--- config.mk ---
export PLATFORM = sky130hd
export DESIGN_NAME = ascon_permutation_iter
export DESIGN_NICKNAME = d
export VERILOG_FILES = /design/src/rtl/ascon_permutation_iter.sv
export SDC_FILE = /design/constraint.sdc
export NUM_CORES = 2
export LEC_CHECK = 0
export CAP_MARGIN = 20
export CORE_MARGIN = 4
export CORE_UTILIZATION = 49
export DETAILED_ROUTE_END_ITERATION = 8
export PLACE_DENSITY = 0.79
export SYNTH_ARGS = -nofsm -noshare
export SYNTH_HDL_FRONTEND = slang
export SYNTH_SLANG_ARGS = --single-unit
--- constraint.sdc ---
create_clock -name clock_i -period 3.09 [get_ports clock_i]
set_input_delay 0.4635 -clock clock_i [delete_from_list [all_inputs] [get_ports clock_i]]
set_output_delay 0.4635 -clock clock_i [all_outputs]
set_load 0.02 [all_outputs]
--- src/rtl/ascon_permutation_iter.sv ---
// Iterative Ascon permutation (1..12 rounds), UNROLL rounds per clock; latency ceil(n/UNROLL) edges, valid_o registered.
// Backpressure: none; start_i is honoured only while ready_o. Optional abort via ASCON_PERM_ABORT_EN.
// Results are held in state_o until the next accepted start.
module ascon_permutation_iter #(
    parameter int UNROLL = 1
) (
    input  logic         clock_i,
    input  logic         resetb_i,
    input  logic         start_i,
    input  logic [3:0]   rounds_i,
    input  logic [319:0] state_i,
`ifdef ASCON_PERM_ABORT_EN
    input  logic         abort_i,
`endif
    output logic         ready_o,
    output logic         valid_o,
    output logic [319:0] state_o
);

    if (UNROLL < 1 || UNROLL > 4) begin : g_bad_unroll
        $error("ascon_permutation_iter: UNROLL must be in 1..4");
    end

    typedef enum logic {
        IDLE = 1'b0,
        BUSY = 1'b1
    } fsm_t;

    fsm_t         fsm_q;
    fsm_t         fsm_d;
    logic [3:0]   rnd_q;
    logic [3:0]   rnd_d;
    logic         valid_d;
    logic [319:0] state_d;

    logic [3:0]   n_eff;
    logic [3:0]   r_start;
    logic [3:0]   r_base;
    logic [4:0]   r_end;
    logic         last_group;
    logic [319:0] perm_in;
    logic [319:0] perm_out;
    logic [319:0] chain_acc;
    logic [4:0]   chain_idx;
    logic         abort;

`ifdef ASCON_PERM_ABORT_EN
    assign abort = abort_i;
`else
    assign abort = 1'b0;
`endif

    function automatic logic [63:0] ror64(input logic [63:0] x, input int unsigned n);
        ror64 = (x >> n) | (x << (64 - n));
    endfunction

    // One round: constant addition, bit-sliced S-box, linear diffusion.
    function automatic logic [319:0] ascon_round(input logic [319:0] s, input logic [3:0] r);
        logic [63:0] x0, x1, x2, x3, x4;
        logic [63:0] t0, t1, t2, t3, t4;
        {x0, x1, x2, x3, x4} = s;
        x2[7:0] = x2[7:0] ^ {4'hF - r, r};

        x0 = x0 ^ x4;
        x4 = x4 ^ x3;
        x2 = x2 ^ x1;
        t0 = ~x0 & x1;
        t1 = ~x1 & x2;
        t2 = ~x2 & x3;
        t3 = ~x3 & x4;
        t4 = ~x4 & x0;
        x0 = x0 ^ t1;
        x1 = x1 ^ t2;
        x2 = x2 ^ t3;
        x3 = x3 ^ t4;
        x4 = x4 ^ t0;
        x1 = x1 ^ x0;
        x0 = x0 ^ x4;
        x3 = x3 ^ x2;
        x2 = ~x2;

        x0 = x0 ^ ror64(x0, 19) ^ ror64(x0, 28);
        x1 = x1 ^ ror64(x1, 61) ^ ror64(x1, 39);
        x2 = x2 ^ ror64(x2, 1)  ^ ror64(x2, 6);
        x3 = x3 ^ ror64(x3, 10) ^ ror64(x3, 17);
        x4 = x4 ^ ror64(x4, 7)  ^ ror64(x4, 41);
        return {x0, x1, x2, x3, x4};
    endfunction

    assign n_eff      = (rounds_i == 4'd0 || rounds_i > 4'd12) ? 4'd12 : rounds_i;
    assign r_start    = 4'd12 - n_eff;
    assign r_base     = (fsm_q == IDLE) ? r_start : rnd_q;
    assign perm_in    = (fsm_q == IDLE) ? state_i : state_o;
    assign r_end      = {1'b0, r_base} + 5'(UNROLL);
    assign last_group = (r_end >= 5'd12);

    // Stages past round 11 pass through, so a short final group needs no special case.
    always_comb begin
        chain_acc = perm_in;
        chain_idx = 5'd0;
        for (int k = 0; k < UNROLL; k++) begin
            chain_idx = {1'b0, r_base} + 5'(k);
            if (chain_idx < 5'd12) begin
                chain_acc = ascon_round(chain_acc, chain_idx[3:0]);
            end
        end
        perm_out = chain_acc;
    end

    always_comb begin
        fsm_d   = fsm_q;
        rnd_d   = rnd_q;
        state_d = state_o;
        valid_d = 1'b0;
        case (fsm_q)
            IDLE: begin
                if (start_i) begin
                    state_d = perm_out;
                    rnd_d   = last_group ? 4'd12 : r_end[3:0];
                    if (last_group) begin
                        valid_d = 1'b1;
                    end else begin
                        fsm_d = BUSY;
                    end
                end
            end
            BUSY: begin
                if (abort) begin
                    fsm_d = IDLE;
                    rnd_d = 4'd0;
                end else begin
                    state_d = perm_out;
                    rnd_d   = last_group ? 4'd12 : r_end[3:0];
                    if (last_group) begin
                        valid_d = 1'b1;
                        fsm_d   = IDLE;
                    end
                end
            end
            default: fsm_d = IDLE;
        endcase
    end

    always_ff @(posedge clock_i or negedge resetb_i) begin
        if (!resetb_i) begin
            fsm_q   <= IDLE;
            rnd_q   <= 4'd0;
            valid_o <= 1'b0;
            state_o <= '0;
        end else begin
            fsm_q   <= fsm_d;
            rnd_q   <= rnd_d;
            valid_o <= valid_d;
            state_o <= state_d;
        end
    end

    assign ready_o = (fsm_q == IDLE);

endmodule

* Word level (Yosys, flattened, before mapping)
Cells that the tools add are included.
** Storage, ports and cells
- Word-level logic and storage cells :: 72
- Bits of input ports :: 327
- Output and inout port bits :: 322
- Register bits after elaboration :: 326
** Cells by class
- Mux-type cells :: 15
- Equality and inequality tests :: 1
- Bitwise operators :: 44
- $add $sub $neg :: 3
- Order comparisons :: 3
- Reduce and logical (&&, ||, !) cells :: 2
** Operators by type and width (count)
- bitwise XOR 64 bit :: 21
- 2-to-1 mux 320 bit :: 3
- one-hot mux 320 bit (2 select lines) :: 1
- NOT 64 bit :: 6
- AND 64 bit :: 5
- bitwise OR 23 x 64 -> 64 bit :: 1
- bitwise OR 25 x 64 -> 64 bit :: 1
- bitwise OR 3 x 64 -> 64 bit :: 1
- bitwise OR 36 x 64 -> 64 bit :: 1
- bitwise OR 45 x 64 -> 64 bit :: 1
- bitwise OR 47 x 64 -> 64 bit :: 1
- bitwise OR 54 x 64 -> 64 bit :: 1
- bitwise OR 57 x 64 -> 64 bit :: 1
- bitwise OR 58 x 64 -> 64 bit :: 1
- bitwise OR 63 x 64 -> 64 bit :: 1
- 2-to-1 mux 4 bit :: 4
- one-hot mux 4 bit (2 select lines) :: 1
- subtractor 4 bit, first input constant :: 2
- bitwise XOR 8 bit :: 1
- adder 4 x 1 -> 5 bit, second input constant :: 1
- >= comparator 5 x 4 -> 1 bit, second input constant :: 1
- greater-than comparator 4 bit, second input constant :: 1
- logical NOT 4 bit :: 1
- < comparator 4 bit, second input constant :: 1
- other kinds (5) :: 9

* Longest topological paths before layout
- Depth after elaboration :: 18
- Gate-level depth with buffers :: 17

* Worst setup path before layout
Ideal clock, no wire load.
- Path kind :: input port to flip-flop
- Start point :: input port rounds_i[3]
- End point :: register state_o[117]
- Arrival :: 3.419 ns
- Stages :: 14
- Path slack :: -0.463 ns
- Buffers on the path :: 2
- Cells stage by stage :: buf_6 a21bo_2 ha_1 nor4b_1 a2111oi_1 or2_2 clkbuf_2 xor2_1 ha_1 xnor2_1 xor2_1 xnor2_1 xnor2_1 o21ai_0
** Between the ends
- Cells in the longest elaborated chain, start to end :: 15
** RTL lines
- from (decl) :: RTL line 10 : input logic [3:0] rounds_i,
- greater-than comparator 4 bit or logical NOT 4 bit (tied branches) :: RTL line 90 : assign n_eff = (rounds_i == 4'd0 || rounds_i > 4'd12) ? 4'd12 : rounds_i;
- logical OR 1 bit :: RTL line 90
- 2-to-1 mux 4 bit (*) :: RTL line 90
- subtractor 4 bit (*) :: RTL line 91 : assign r_start = 4'd12 - n_eff;
- 2-to-1 mux 4 bit (*) :: RTL line 92 : assign r_base = (fsm_q == IDLE) ? r_start : rnd_q;
- subtractor 4 bit :: RTL line 62 : x2[7:0] = x2[7:0] ^ {4'hF - r, r};
- bitwise XOR 8 bit :: RTL line 62
- bitwise XOR 64 bit :: RTL line 66 : x2 = x2 ^ x1;
- bitwise XOR 64 bit :: RTL line 74 : x2 = x2 ^ t3;
- bitwise XOR 64 bit :: RTL line 79 : x3 = x3 ^ x2;
- bitwise OR 47 x 64 -> 64 bit :: RTL line 54 : ror64 = (x >> n) | (x << (64 - n));
- bitwise XOR 64 bit :: RTL line 85 : x3 = x3 ^ ror64(x3, 10) ^ ror64(x3, 17);
- 2-to-1 mux 320 bit (*) :: RTL line 103 : if (chain_idx < 5'd12) begin
- 2-to-1 mux 320 bit :: RTL line 117 : if (start_i) begin
- one-hot mux 320 bit (2 select lines) (*) :: RTL line 115 : case (fsm_q)
- to (signal assigned) :: RTL line 154 : state_o <= state_d;
- to (decl) :: RTL line 17 : output logic [319:0] state_o
Every way passes the cells marked *; elsewhere a longest branch is shown, timed or not. The select of a mux whose other input is x is not followed.
A chain may end at the register's enable or synchronous reset.

* Worst setup path after layout
- Start point :: register fsm_q
- End point :: register state_o[238]
** Between the ends
- Cells in the longest elaborated chain, start to end :: 12
** RTL lines
- from (decl) :: RTL line 29 : fsm_t fsm_q;
- from (signal assigned) :: RTL line 151 : fsm_q <= fsm_d;
- 2-to-1 mux 320 bit :: RTL line 93 : assign perm_in = (fsm_q == IDLE) ? state_i : state_o;
- bitwise XOR 64 bit :: RTL line 66
- NOT 64 bit :: RTL line 69 : t2 = ~x2 & x3;
- AND 64 bit :: RTL line 69
- bitwise XOR 64 bit :: RTL line 73 : x1 = x1 ^ t2;
- bitwise XOR 64 bit :: RTL line 77 : x1 = x1 ^ x0;
- bitwise OR 3 x 64 -> 64 bit :: RTL line 54
- bitwise XOR 64 bit (2 in series) :: RTL line 83 : x1 = x1 ^ ror64(x1, 61) ^ ror64(x1, 39);
- 2-to-1 mux 320 bit :: RTL line 103
- 2-to-1 mux 320 bit :: RTL line 117
- one-hot mux 320 bit (2 select lines) :: RTL line 115
Parallel ways exist; a longest one is shown, timed or not. The select of a mux whose other input is x is not followed.

==> results.cfg <==
[global_routing]
grt_pass1_wl_um = 262900
antenna_found_initial = 10
grt_max_degree = 139
grt_pass1_vias = 36356
gr-usage-all-layers_pct = 48.88
grt_overflow = 0

[drt]
dr.pass1.iters = 6
routed.top_layer = met5
vias = 38655
wl_met2_um = 85860
wirelength_um = 199800
wl_met1_um = 69770
dr_wl_met3_um = 24580
drc = 0
via_per_inst = 6.300
dr.first_iter.drc_count = 5391
antenna_left = 0
wl_per_cell_um = 32.57

[worst_setup_path]
reg2reg_from = fsm_q
slowest_delay_ns = 0.50
arrival_ns = 3.79
cp_common_cell = buf_4
r2r-end = state_o[238]
crit_path_cell_trace = buf_12, buf_16, buf_4, clkbuf_16, mux2i_2, buf_6, mux2i_1, xor2_1, xnor2_1, buf_4, xnor2_1, buf_4, and3_1, nor3_2
startpoint = fsm_q
setup.worst_path.end = state_o[238]
ff2ff_setup_slack_ns = -0.22
crit_path_max_fanout = 9
critical_path_class = flop to flop
critPathLaunchType = flop
cp_slowest_cell = dfrtp_4
reg2reg_depth = 14
endpoint_kind = flop
worstPathRequired_ns = 3.57

[logic_synthesis]
syn_area_um2 = 34370
ys_async_sr_fraction_pct = 100.0
syn_nets = 4101
synth-seq-area-share_pct = 23.74
synth_edf_count = 0
synth_area_leaders = dfrtp_1, xnor2_1, mux2i_1
syn_area_per_cell_um2 = 9.434
synth_largest_area_cell = dfrtp_1
ys.flop_type = dfrtp_1
ys_types = 64
yosysWarnings = 0
synth_seq_cells = 326
synth_top_area_share_pct = 23.74
syn_inst = 3643

[floorplan]
die_h_um = 272.8
num_rows = 96
die_area_um2 = 74440
core-area_um2 = 69070
ios = 649
dieWidth_um = 272.8
initial_core_util_pct = 49.76

[run_status]
violations = negative setup slack
outcome = finished with violations

[finish]
synthToLayoutAreaGrowth_pct = 59.69
utilization_pct = 79.46
nNetsFinal = 5622
layout-drive-gt1-share_pct = 33.25
n_fill_cell = 4359

[clock_tree]
clk_path_buf_depth = 3
cts.sinks = 326
htreeDepth = 2
cts-root-buf = clkbuf_16
insertion_delay_ns = 0.60
cts-buffers-inserted = 43
clk_pin_slew_worst_paths_ns = 0.06
cts_tree = built

[timing]
min_period_ns = 3.311
hold_ws_ns = 0.4089
final-setup-viol-count = 65
hold_violations = 0
finClkSkew_ns = 0.01970
fmax_mhz = 302.0
fin_tns_setup_ns = -2.552
rsz0062_at_grt = yes
finalCritPeriodShare_pct = 107.2
setup_ws_ns = -0.2214
slew_violations = 0
relSlewSlack_pct = 46.99
worst_pin_slew_ns = 0.7927

[hold_path]
min_path_type = primary input to asynchronous set/reset pin

[placement]
place_hpwl_um = 155300
place.gp.congestion = 1.091
port_buffers = 648

[job]
drv_cap = 0
## kinds of logic after synthesis
kind of cell,after synthesis,share of synthesized area (%)
XOR/XNOR,1180,32.31
AO/OA/AOI/OAI,632,11.53
AND/OR/NAND/NOR,583,7.729
multiplexers,449,13.89
flip-flops,326,23.74
buffers and inverters,278,4.088
adder cells (fa/ha/maj),195,6.724
## critical path, delay by kind of cell, from the launching register on
kind,cells,cell delay (ns)
and+or+nand+nor,2,0.45
xor gates and xnor gates,3,0.47
DFF,1,0.50
buffers and inverters,7,1.24
muxes,2,0.50
## sequential cells by signal, indices dropped and copies added, names as in the netlist
signal	cells
rnd_q	4
valid_o	1
state_o	320
fsm_q	1
## per-stage QoR
stage / setup slack, ns / std cells / area, µm²
after floorplan: -0.07200 / 3643 / 34530
after detailed placement: -0.6169 / 5965 / 49100
final: -0.2214 / 6136 / 54880
after global placement: -0.5938 / 5965 / 49100
after CTS: -0.1191 / 6054 / 51500
after global routing: -0.3842 / 6128 / 54860
## Yosys cell counts, types with 37 or more instances
library cell	number
and3_1	77
o21ai_1	37
o21ai_0	246
nor2_1	143
maj3_1	39
o21a_1	44
inv_1	88
xnor2_1	809
ha_1	131
clkbuf_1	95
a31oi_1	43
nand2_1	213
mux2i_1	307
xnor2_2	84
a21oi_1	86
xor2_1	277
a22oi_1	64
nand3_1	49
nor3_1	44
mux2_2	115
a221o_1	46
dfrtp_1	326
## area by class of cell
class	instances	area, µm²	area share [%]
repair buffers	1665	15540	28.32
clock inverters	15	205.2	0.3739
inverters	89	360.3	0.6566
diodes	8	20.02	0.03648
flip-flops and latches	326	8162	14.87
clock buffers	63	1294	2.357
multi-input cells	3039	28130	51.26
well taps	931	1165	2.123
## how the worst min path moves through the flow
stage,start,to,slack [ns],depth (start not counted)
6_report,resetb_i,state_o[122],0.41,2
5_1_grt,resetb_i,state_o[122],0.45,2
4_1_cts,resetb_i,state_o[115],0.44,2
3_5_place_dp,resetb_i,state_o[115],0.46,1
3_3_place_gp,resetb_i,state_o[115],0.46,1
2_1_floorplan,resetb_i,fsm_q,0.17,0
## routing by layer
layer  global-route usage, %  up-vias
li1                        -    15590
met1                   60.23    18822
met2                   76.47     3240
met3                   12.04      997
met4                   31.70        6
met5                       0        -
## cells in the final DEF (no fill, tap or decap), types with 11 or more instances in the layout
| cell | instances |
|---|---|
| a211oi_1 | 11 |
| a21oi_1 | 84 |
| a221o_1 | 46 |
| a22oi_1 | 64 |
| a31oi_1 | 43 |
| and2_1 | 13 |
| and3_1 | 76 |
| buf_12 | 75 |
| buf_4 | 890 |
| buf_6 | 29 |
| clkbuf_16 | 53 |
| clkdlybuf4s50_1 | 644 |
| dfrtp_1 | 325 |
| ha_1 | 74 |
| ha_2 | 16 |
| ha_4 | 41 |
| inv_1 | 81 |
| maj3_1 | 39 |
| maj3_2 | 25 |
| mux2_2 | 106 |
| mux2i_1 | 254 |
| mux2i_2 | 43 |
| mux2i_4 | 35 |
| nand2_1 | 210 |
| nand3_1 | 49 |
| nor2_1 | 142 |
| nor2b_1 | 17 |
| nor3_1 | 40 |
| o21a_1 | 42 |
| o21ai_0 | 229 |
| o21ai_1 | 47 |
| o311ai_1 | 12 |
| xnor2_1 | 651 |
| xnor2_2 | 220 |
| xnor2_4 | 22 |
| xor2_1 | 211 |
| xor2_2 | 56 |
## repair_timing
item	4_1_cts	5_1_grt
setup endpoints to repair	183	224
buffers inserted	10	73
gates cloned	0	8
hold buffers	1	0
hold endpoints to repair	48	0
pin swaps	13	104
resized for setup	125	399
Power is left out: the tool's default activity adds up to more than one toggle a clock period on the data nets, which glitch-free logic cannot reach.
